===== src/rtl/ee201_numlock_pkg.sv =====
// Shared definitions for the numlock state machine: state codes, combination and timer loads.
package ee201_numlock_pkg;

  typedef enum logic [3:0] {
    ST_INITIAL = 4'd0,
    ST_G1      = 4'd1,
    ST_G11     = 4'd2,
    ST_G110    = 4'd3,
    ST_G1101   = 4'd4,
    ST_OPENING = 4'd5,
    ST_BAD     = 4'd6
  } state_t;

  localparam int unsigned COMBO_LEN = 5;
  // Combination U,U,Z,U,Z written first-event-in-MSB; 1 means U, 0 means Z.
  localparam logic [COMBO_LEN-1:0] COMBO = 5'b11010;

  localparam logic [3:0] OPEN_TICKS = 4'd15;
  localparam logic [3:0] BAD_TICKS  = 4'd7;
  localparam logic [3:0] FAIL_MAX   = 4'd15;

  // Which button the given sequence state is waiting for (1 = U, 0 = Z).
  function automatic logic combo_expects_u(input state_t s);
    logic want;
    want = 1'b0;
    case (s)
      ST_INITIAL: want = COMBO[4];
      ST_G1:      want = COMBO[3];
      ST_G11:     want = COMBO[2];
      ST_G110:    want = COMBO[1];
      ST_G1101:   want = COMBO[0];
      default:    want = 1'b0;
    endcase
    return want;
  endfunction

  function automatic state_t combo_advance(input state_t s);
    state_t nxt;
    nxt = ST_INITIAL;
    case (s)
      ST_INITIAL: nxt = ST_G1;
      ST_G1:      nxt = ST_G11;
      ST_G11:     nxt = ST_G110;
      ST_G110:    nxt = ST_G1101;
      ST_G1101:   nxt = ST_OPENING;
      default:    nxt = ST_INITIAL;
    endcase
    return nxt;
  endfunction

  function automatic logic [3:0] sat_inc(input logic [3:0] v);
    return (v == FAIL_MAX) ? v : v + 4'd1;
  endfunction

endpackage


===== src/rtl/ee201_edge_latch.sv =====
// Rising-edge detector with a pending latch that holds an edge until the next ce cycle.
module ee201_edge_latch (
  input  logic ClkPort,
  input  logic reset,
  input  logic ce,
  input  logic level,
  output logic ev
);

  logic prev;
  logic pend;
  logic rise;

  assign rise = level & ~prev;
  // An edge seen on the ce cycle itself is consumed directly and never latched.
  assign ev   = ce & (pend | rise);

  always_ff @(posedge ClkPort) begin
    if (reset) begin
      prev <= level;
      pend <= 1'b0;
    end else begin
      prev <= level;
      if (ce)
        pend <= 1'b0;
      else if (rise)
        pend <= 1'b1;
    end
  end

endmodule


===== src/rtl/ee201_numlock_sm.sv =====
// Numlock FSM: U,U,Z,U,Z opens for 16 ce ticks; a wrong entry locks out for 8 ticks.
module ee201_numlock_sm
  import ee201_numlock_pkg::*;
(
  input  logic       ClkPort,
  input  logic       reset,
  input  logic       ce,
  input  logic       U,
  input  logic       Z,
  output logic [3:0] state_code,
  output logic [3:0] fail_count,
  output logic [3:0] timer,
  output logic       unlock
);

  logic       ev_u;
  logic       ev_z;
  state_t     state;
  state_t     state_n;
  logic [3:0] timer_n;
  logic [3:0] fail_n;

  ee201_edge_latch u_edge_u (
    .ClkPort (ClkPort),
    .reset   (reset),
    .ce      (ce),
    .level   (U),
    .ev      (ev_u)
  );

  ee201_edge_latch u_edge_z (
    .ClkPort (ClkPort),
    .reset   (reset),
    .ce      (ce),
    .level   (Z),
    .ev      (ev_z)
  );

  always_ff @(posedge ClkPort) begin
    if (reset) begin
      state      <= ST_INITIAL;
      timer      <= '0;
      fail_count <= '0;
      unlock     <= 1'b0;
    end else begin
      state      <= state_n;
      timer      <= timer_n;
      fail_count <= fail_n;
      unlock     <= (state_n == ST_OPENING);
    end
  end

  assign state_code = state;

  always_comb begin
    state_n = state;
    timer_n = timer;
    fail_n  = fail_count;
    if (ce) begin
      case (state)
        ST_INITIAL, ST_G1, ST_G11, ST_G110, ST_G1101: begin
          if (ev_u | ev_z) begin
            // A lone event matching the expected button advances; anything else is a bad attempt.
            if (!(ev_u & ev_z) && (ev_u == combo_expects_u(state))) begin
              state_n = combo_advance(state);
              if (state_n == ST_OPENING) begin
                timer_n = OPEN_TICKS;
                fail_n  = '0;
              end
            end else begin
              state_n = ST_BAD;
              timer_n = BAD_TICKS;
              fail_n  = sat_inc(fail_count);
            end
          end
        end
        ST_OPENING, ST_BAD: begin
          if (timer == '0) begin
            state_n = ST_INITIAL;
            timer_n = '0;
          end else begin
            timer_n = timer - 4'd1;
          end
        end
        default: begin
          state_n = ST_INITIAL;
          timer_n = '0;
        end
      endcase
    end
  end

endmodule


===== config.mk =====
export PLATFORM = sky130hd
export DESIGN_NAME = ee201_numlock_sm
export DESIGN_NICKNAME = d
export VERILOG_FILES = /design/src/rtl/ee201_numlock_pkg.sv /design/src/rtl/ee201_edge_latch.sv /design/src/rtl/ee201_numlock_sm.sv
export SDC_FILE = /design/constraint.sdc
export NUM_CORES = 1
export LEC_CHECK = 0
export CORE_AREA = 3 3 51 53
export DETAILED_ROUTE_END_ITERATION = 12
export DIE_AREA = 0 0 54 56
export DONT_BUFFER_PORTS = 1
export SYNTH_ARGS = -nofsm -noshare
export SYNTH_HDL_FRONTEND = slang
export SYNTH_SLANG_ARGS = --single-unit

===== constraint.sdc =====
create_clock -name ClkPort -period 2.3 [get_ports ClkPort]
set_input_delay 0.575 -clock ClkPort [delete_from_list [all_inputs] [get_ports ClkPort]]
set_output_delay 0.575 -clock ClkPort [all_outputs]
set_load 0.005 [all_outputs]

==> results of run 1 <==
worst max-delay path, cell delays in order (launching register included):
cell and delay, ns:
dfxtp_1 0.62, nor2_1 0.21, a32o_1 0.36, or4_1 0.49
a21oi_1 0.15
power by group through the flow:
stage                     registers, mW  logic [mW]  clock network [mW]
after floorplan                   0.334       0.145                   0
after global placement            0.351       0.148                   0
after detailed placement          0.351       0.149                   0
after CTS                         0.344       0.150               0.172
after global routing              0.348       0.171               0.183
final                             0.344       0.151               0.166
registers in the layout, summed over array words and instances, names as in the netlist:
signal and count:
unlock 1, timer 4, state_code 4, u_edge_u.prev 1, u_edge_z.prev 1, u_edge_u.pend 1
fail_count 4, u_edge_z.pend 1
cell families after synthesis:
group | share of synthesized area
flops | 0.325
buf+inv | 0.0680
xor+xnor | 0.00835
fa+ha+maj | 0.0239
compound gates | 0.319
mux | 0.0203
simple gates | 0.236
final cells by class:
type                    count  area, um^2
multi-input cells          95         637
repair buffers              1        7.51
well taps                  28        35.0
clock buffers               3        22.5
clock inverters             1        5.00
fillers                   203        1120
inverters                   5        18.8
flip-flops and latches     17         340
routing by layer:
metal	routed length, um	part of all wire	vias up
li1	-	-	471
met1	1140	0.47	460
met2	1090	0.45	31
met3	168	0.070	3
met4	17	0.0070	0
met5	0	0	-
cell usage after synthesis (3+ instances only):
cell,number
or4_1,3
nand2b_1,3
a21oi_1,8
buf_2,3
dfxtp_1,17
o31ai_1,4
a211oi_1,3
nor2b_1,3
o21ai_0,8
nand2_1,5
o22ai_1,3
nor3_1,5
nor2_1,9
o211ai_1,3
inv_1,5
worst min-delay path by stage:
stage | from | end | slack [ns] | cells after the start
after floorplan | fail_count[3]$_SDFFE_PP0P_ | fail_count[3]$_SDFFE_PP0P_ | 0.48 | 2
after global placement | fail_count[3]$_SDFFE_PP0P_ | fail_count[3]$_SDFFE_PP0P_ | 0.51 | 2
after detailed placement | fail_count[3]$_SDFFE_PP0P_ | fail_count[3]$_SDFFE_PP0P_ | 0.52 | 2
after CTS | U | u_edge_u.prev$_DFF_P_ | 0.29 | 0
after global routing | U | u_edge_u.prev$_DFF_P_ | 0.28 | 0
final | U | u_edge_u.prev$_DFF_P_ | 0.29 | 0
stage by stage:
stage / total power [mW] / instances
6_report: 0.662 / 150
5_1_grt: 0.703 / 150
4_1_cts: 0.666 / 150
3_5_place_dp: 0.499 / 146
3_3_place_gp: 0.499 / 146
2_1_floorplan: 0.479 / 125
==> results.ini, run 1 <==
[clock_tree]
clk_pin_slew_ns=0.11
clockBufferDepth=2
clkSinkCount=17
cts_tree=done
cts-root-buf=clkbuf_4
cts.hold.buffers_added=0
htreeDepth=1
post_cts.repair.setup_buffers=0
cts_made_buffers=3
cts_resized=0
clk_latency_ns=0.30

[layout]
final_util=0.487
drive_gt1_frac=0.139
design_area_um2=1070
final_common_cell=dfxtp_1
fin_nets=130
syn_to_final_growth_pct=1.67
final_cell_mix=17 x dfxtp_1, 9 x nor2_1, 8 x a21oi_1, 8 x o21ai_0
num_antenna_cells=0

[logic_synthesis]
synth_top_area_frac=0.325
synth_top_cell_by_area=dfxtp_1
synth_nets=132
synth-seq-cells=17
synth_edf_count=0
async_flop_share=0
synth_cell_types=49
synthCells=125
syn_area_per_cell_um2=8.39
synth_area_um2=1050
synth.area.top_cells=dfxtp_1 32%, a21oi_1 3.8%, o21ai_0 3.8%
seq_area_frac_synth=0.325
synth_warnings=0
synth_ff_type=dfxtp_1

[detailed_routing]
routed_wl_mm=2.42
wire_per_inst_um=16.1
vias_per_cell=6.43
dr_total_vias=965
initialDrtViolationCount=30
drc=0
antenna_left=0
dr.pass1.iters=4

[timing]
tightest_slew_ns=0.520
setup_viol=0
fmax_mhz=528
whs_ns=0.292
slew-limit-headroom=0.650
rsz0062_at_grt=no
min_period_ns=1.89
finalHoldViolCount=0
timing.final.ws_setup_ns=0.406
setup_tns_ns=0
finClkSkew_ns=0.00574
period_share=0.823
drv_slew=0

[floorplan]
rows=17
ioPinCount=18
die-area_um2=3020
start_util=0.479
fp.dieH_um=56
die_w_um=54
core_um2=2190

[worst_setup_path]
cp-end-kind=flop
reg2reg_slack_ns=0.41
r2r-end=fail_count[3]$_SDFFE_PP0P_
cp-startpoint=state_code[2]$_SDFF_PP0_
cp.required_ns=2.53
worstSetupEndpoint=fail_count[3]$_SDFFE_PP0P_
start_kind=flop
cp_max_fo=13
r2r_start=state_code[2]$_SDFF_PP0_
critPathKind=reg2reg
crit_arrival_ns=2.13
r2r_cells=4

[grt]
grtUsageMet3=0.0456
gr-usage-all-layers=0.171
grt_pass1_wl_mm=4.04
grt-ovfl-total=0
grt_use_met1=0.256
grt_max_degree=14
grt_util_met2=0.235
grt_pass1_vias=872
top_usage_layer=met1
antenna_found_initial=0

[pwr]
p_leak_nw=0.390
pwr-share-seq=0.520
p_per_area_nw_per_um2=621
combinationalPowerShare=0.229
peakVddDrop_v=0.000439
clockPowerShare=0.251
switching_share=0.327
switching_power_mw=0.217
p_int_mw=0.445

[run_status]
status=completed

[placed_design]
gp_congestion=0.777
placed_area_um2=1040
dp_worst_setup_slack_ns=0.250
place_hpwl_mm=1.72
portBuffers=0

[run]
cap_violations=0

[min_path]
hp-class=in2reg

Note: power is estimated with default switching activity, not from simulation.
==> run 2: changes to the inputs <==
Clock period 2.3 ns to 1.95 ns, I/O delays scaled along.
==> run 2 against run 1 <==
Compared with the run above: sequential cell count stayed put; first-iteration DRC count is 13% lower; sequential share of layout area is 1.7 points lower; power is 20% higher; count of clock-buffer cells in the layout is 1 higher; final cell count is 5.3% higher; combinational power is 34% higher; fmax is 4.5% higher; die area stayed put; non-clock buffer count is 8 higher; clock skew is 0.0047 ns lower; register-to-register slack worse by 0.27 ns; highest routed layer unchanged; critical path type unchanged.
==> results.ini, run 2 (same netlist as run 1, synthesis figures left out) <==
[grt]
gr-usage-all-layers=0.172
antenna_found_initial=0
grt_max_degree=13
grt_pass1_vias=855
grt_pass1_wl_mm=3.98
grt-ovfl-total=0

[worst_setup_path]
crit_buf_inv=0
cp_slowest_cell=or4_1
cp_cell_sequence=ha_1 -> nand3_1 -> o21ai_1 -> a32o_2 -> or4_1 -> a21oi_1
cp_top_family=simple AND/OR/NAND/NOR gates
crit_arrival_ns=2.04
critPathKind=reg2reg
start_kind=flop
slowest_delay_ns=0.47
cp_max_fo=7
cp-end-kind=flop
cp.required_ns=2.18

[run_status]
status=completed

[timing]
rsz0062_at_grt=no
drv_slew=0
min_period_ns=1.81
slew-limit-headroom=0.697
fmax_mhz=552
finalHoldViolCount=0
setup_viol=0
finClkSkew_ns=0.00104
tightest_slew_ns=0.454
period_share=0.929
setup_tns_ns=0

[layout]
final_common_cell=dfxtp_1
drive_gt1_frac=0.192
num_antenna_cells=0
syn_to_final_growth_pct=7.40
final_util=0.514
design_area_um2=1130
post_layout_nonfiller_instances=158
final_cell_mix=17 x dfxtp_1, 9 x nor2_1, 9 x buf_4, 8 x a21oi_1, 8 x o21ai_0
fin_nets=138

[floorplan]
ioPinCount=18
die-area_um2=3020
start_util=0.479
fp.dieH_um=56
die_w_um=54
rows=17
core_um2=2190

[clock_tree]
cts_made_buffers=3
clockBufferDepth=2
clk_pin_slew_ns=0.10
cts.hold.buffers_added=0
htreeDepth=1
cts-root-buf=clkbuf_4
clkSinkCount=17
cts_tree=done
clk_latency_ns=0.29

[detailed_routing]
initialDrtViolationCount=26
wire_per_inst_um=15.7
dr.pass1.iters=4
drc=0
vias_per_cell=6.15
antenna_left=0
dr_total_vias=972
routed_wl_mm=2.49

[placed_design]
portBuffers=0
place_hpwl_mm=1.82
gp_congestion=0.807
placed_cells=154
placed_area_um2=1100

[run]
cap_violations=0

[pwr]
p_leak_nw=0.430
p_per_area_nw_per_um2=708
peakVddDrop_v=0.000376

[min_path]
hp-class=in2reg

run 2: changes by cell type in the layout (fill, tap and decap cells not counted):
cell | before | now
buf_4 | 1 | 9
a32o_1 | 2 | 1
a32o_2 | 0 | 1
clkbuf_1 | 0 | 1
clkinv_2 | 1 | 0
run 2: final cells by class:
class	count	area [um^2]
sequential	17	340
tap	28	35.0
multi-input combinational	95	638
timing repair buffer	9	67.6
clock buffer	4	26.3
inverter	5	18.8
fill	211	1060
run 2: worst paths after layout:
| kind | start | to | slack, ns | cells past startpoint |
|---|---|---|---|---|
| max | fail_count[0]$_SDFFE_PP0P_ | fail_count[2]$_SDFFE_PP0P_ | 0.14 | 6 |
| min | Z | u_edge_z.prev$_DFF_P_ | 0.22 | 0 |
| max reg2reg | fail_count[0]$_SDFFE_PP0P_ | fail_count[2]$_SDFFE_PP0P_ | 0.14 | 6 |
| min reg2reg | fail_count[3]$_SDFFE_PP0P_ | fail_count[3]$_SDFFE_PP0P_ | 0.54 | 2 |
run 2: what timing repair did:
| item | 4_1_cts | 5_1_grt |
|---|---|---|
| buffers inserted | 0 | 0 |
| resized for setup | 0 | 1 |
| setup endpoints to repair | 0 | 1 |
run 2: per-layer routing:
metal	up-vias	wire, um	global-route usage	share of wire
met5	-	0	0	0
met4	0	19	0.0427	0.0076
met3	2	149	0.0402	0.060
met2	33	1120	0.256	0.45
met1	457	1200	0.244	0.48
li1	480	-	-	-
run 2: metrics by stage:
step	total power, mW	setup slack (ns)	hold WS (ns)
2_1_floorplan	0.565	0.202	0.480
3_3_place_gp	0.610	0.0710	0.515
3_5_place_dp	0.612	0.0641	0.515
4_1_cts	0.802	0.113	0.208
5_1_grt	0.839	0.0161	0.202
6_report	0.798	0.138	0.217
run 2: where the power goes:
part | switching, mW | internal, mW | leakage (nW)
registers | 0.0376 | 0.368 | 0.139
logic | 0.104 | 0.0987 | 0.276
clock network | 0.110 | 0.0795 | 0.0150
==> run 3: changes to the inputs <==
Settings changed: ABC_CLOCK_PERIOD_IN_PS from default to 1950.
==> results of run 3 <==
Same layout as run 2: the final DEF is identical, and so are final timing and power.
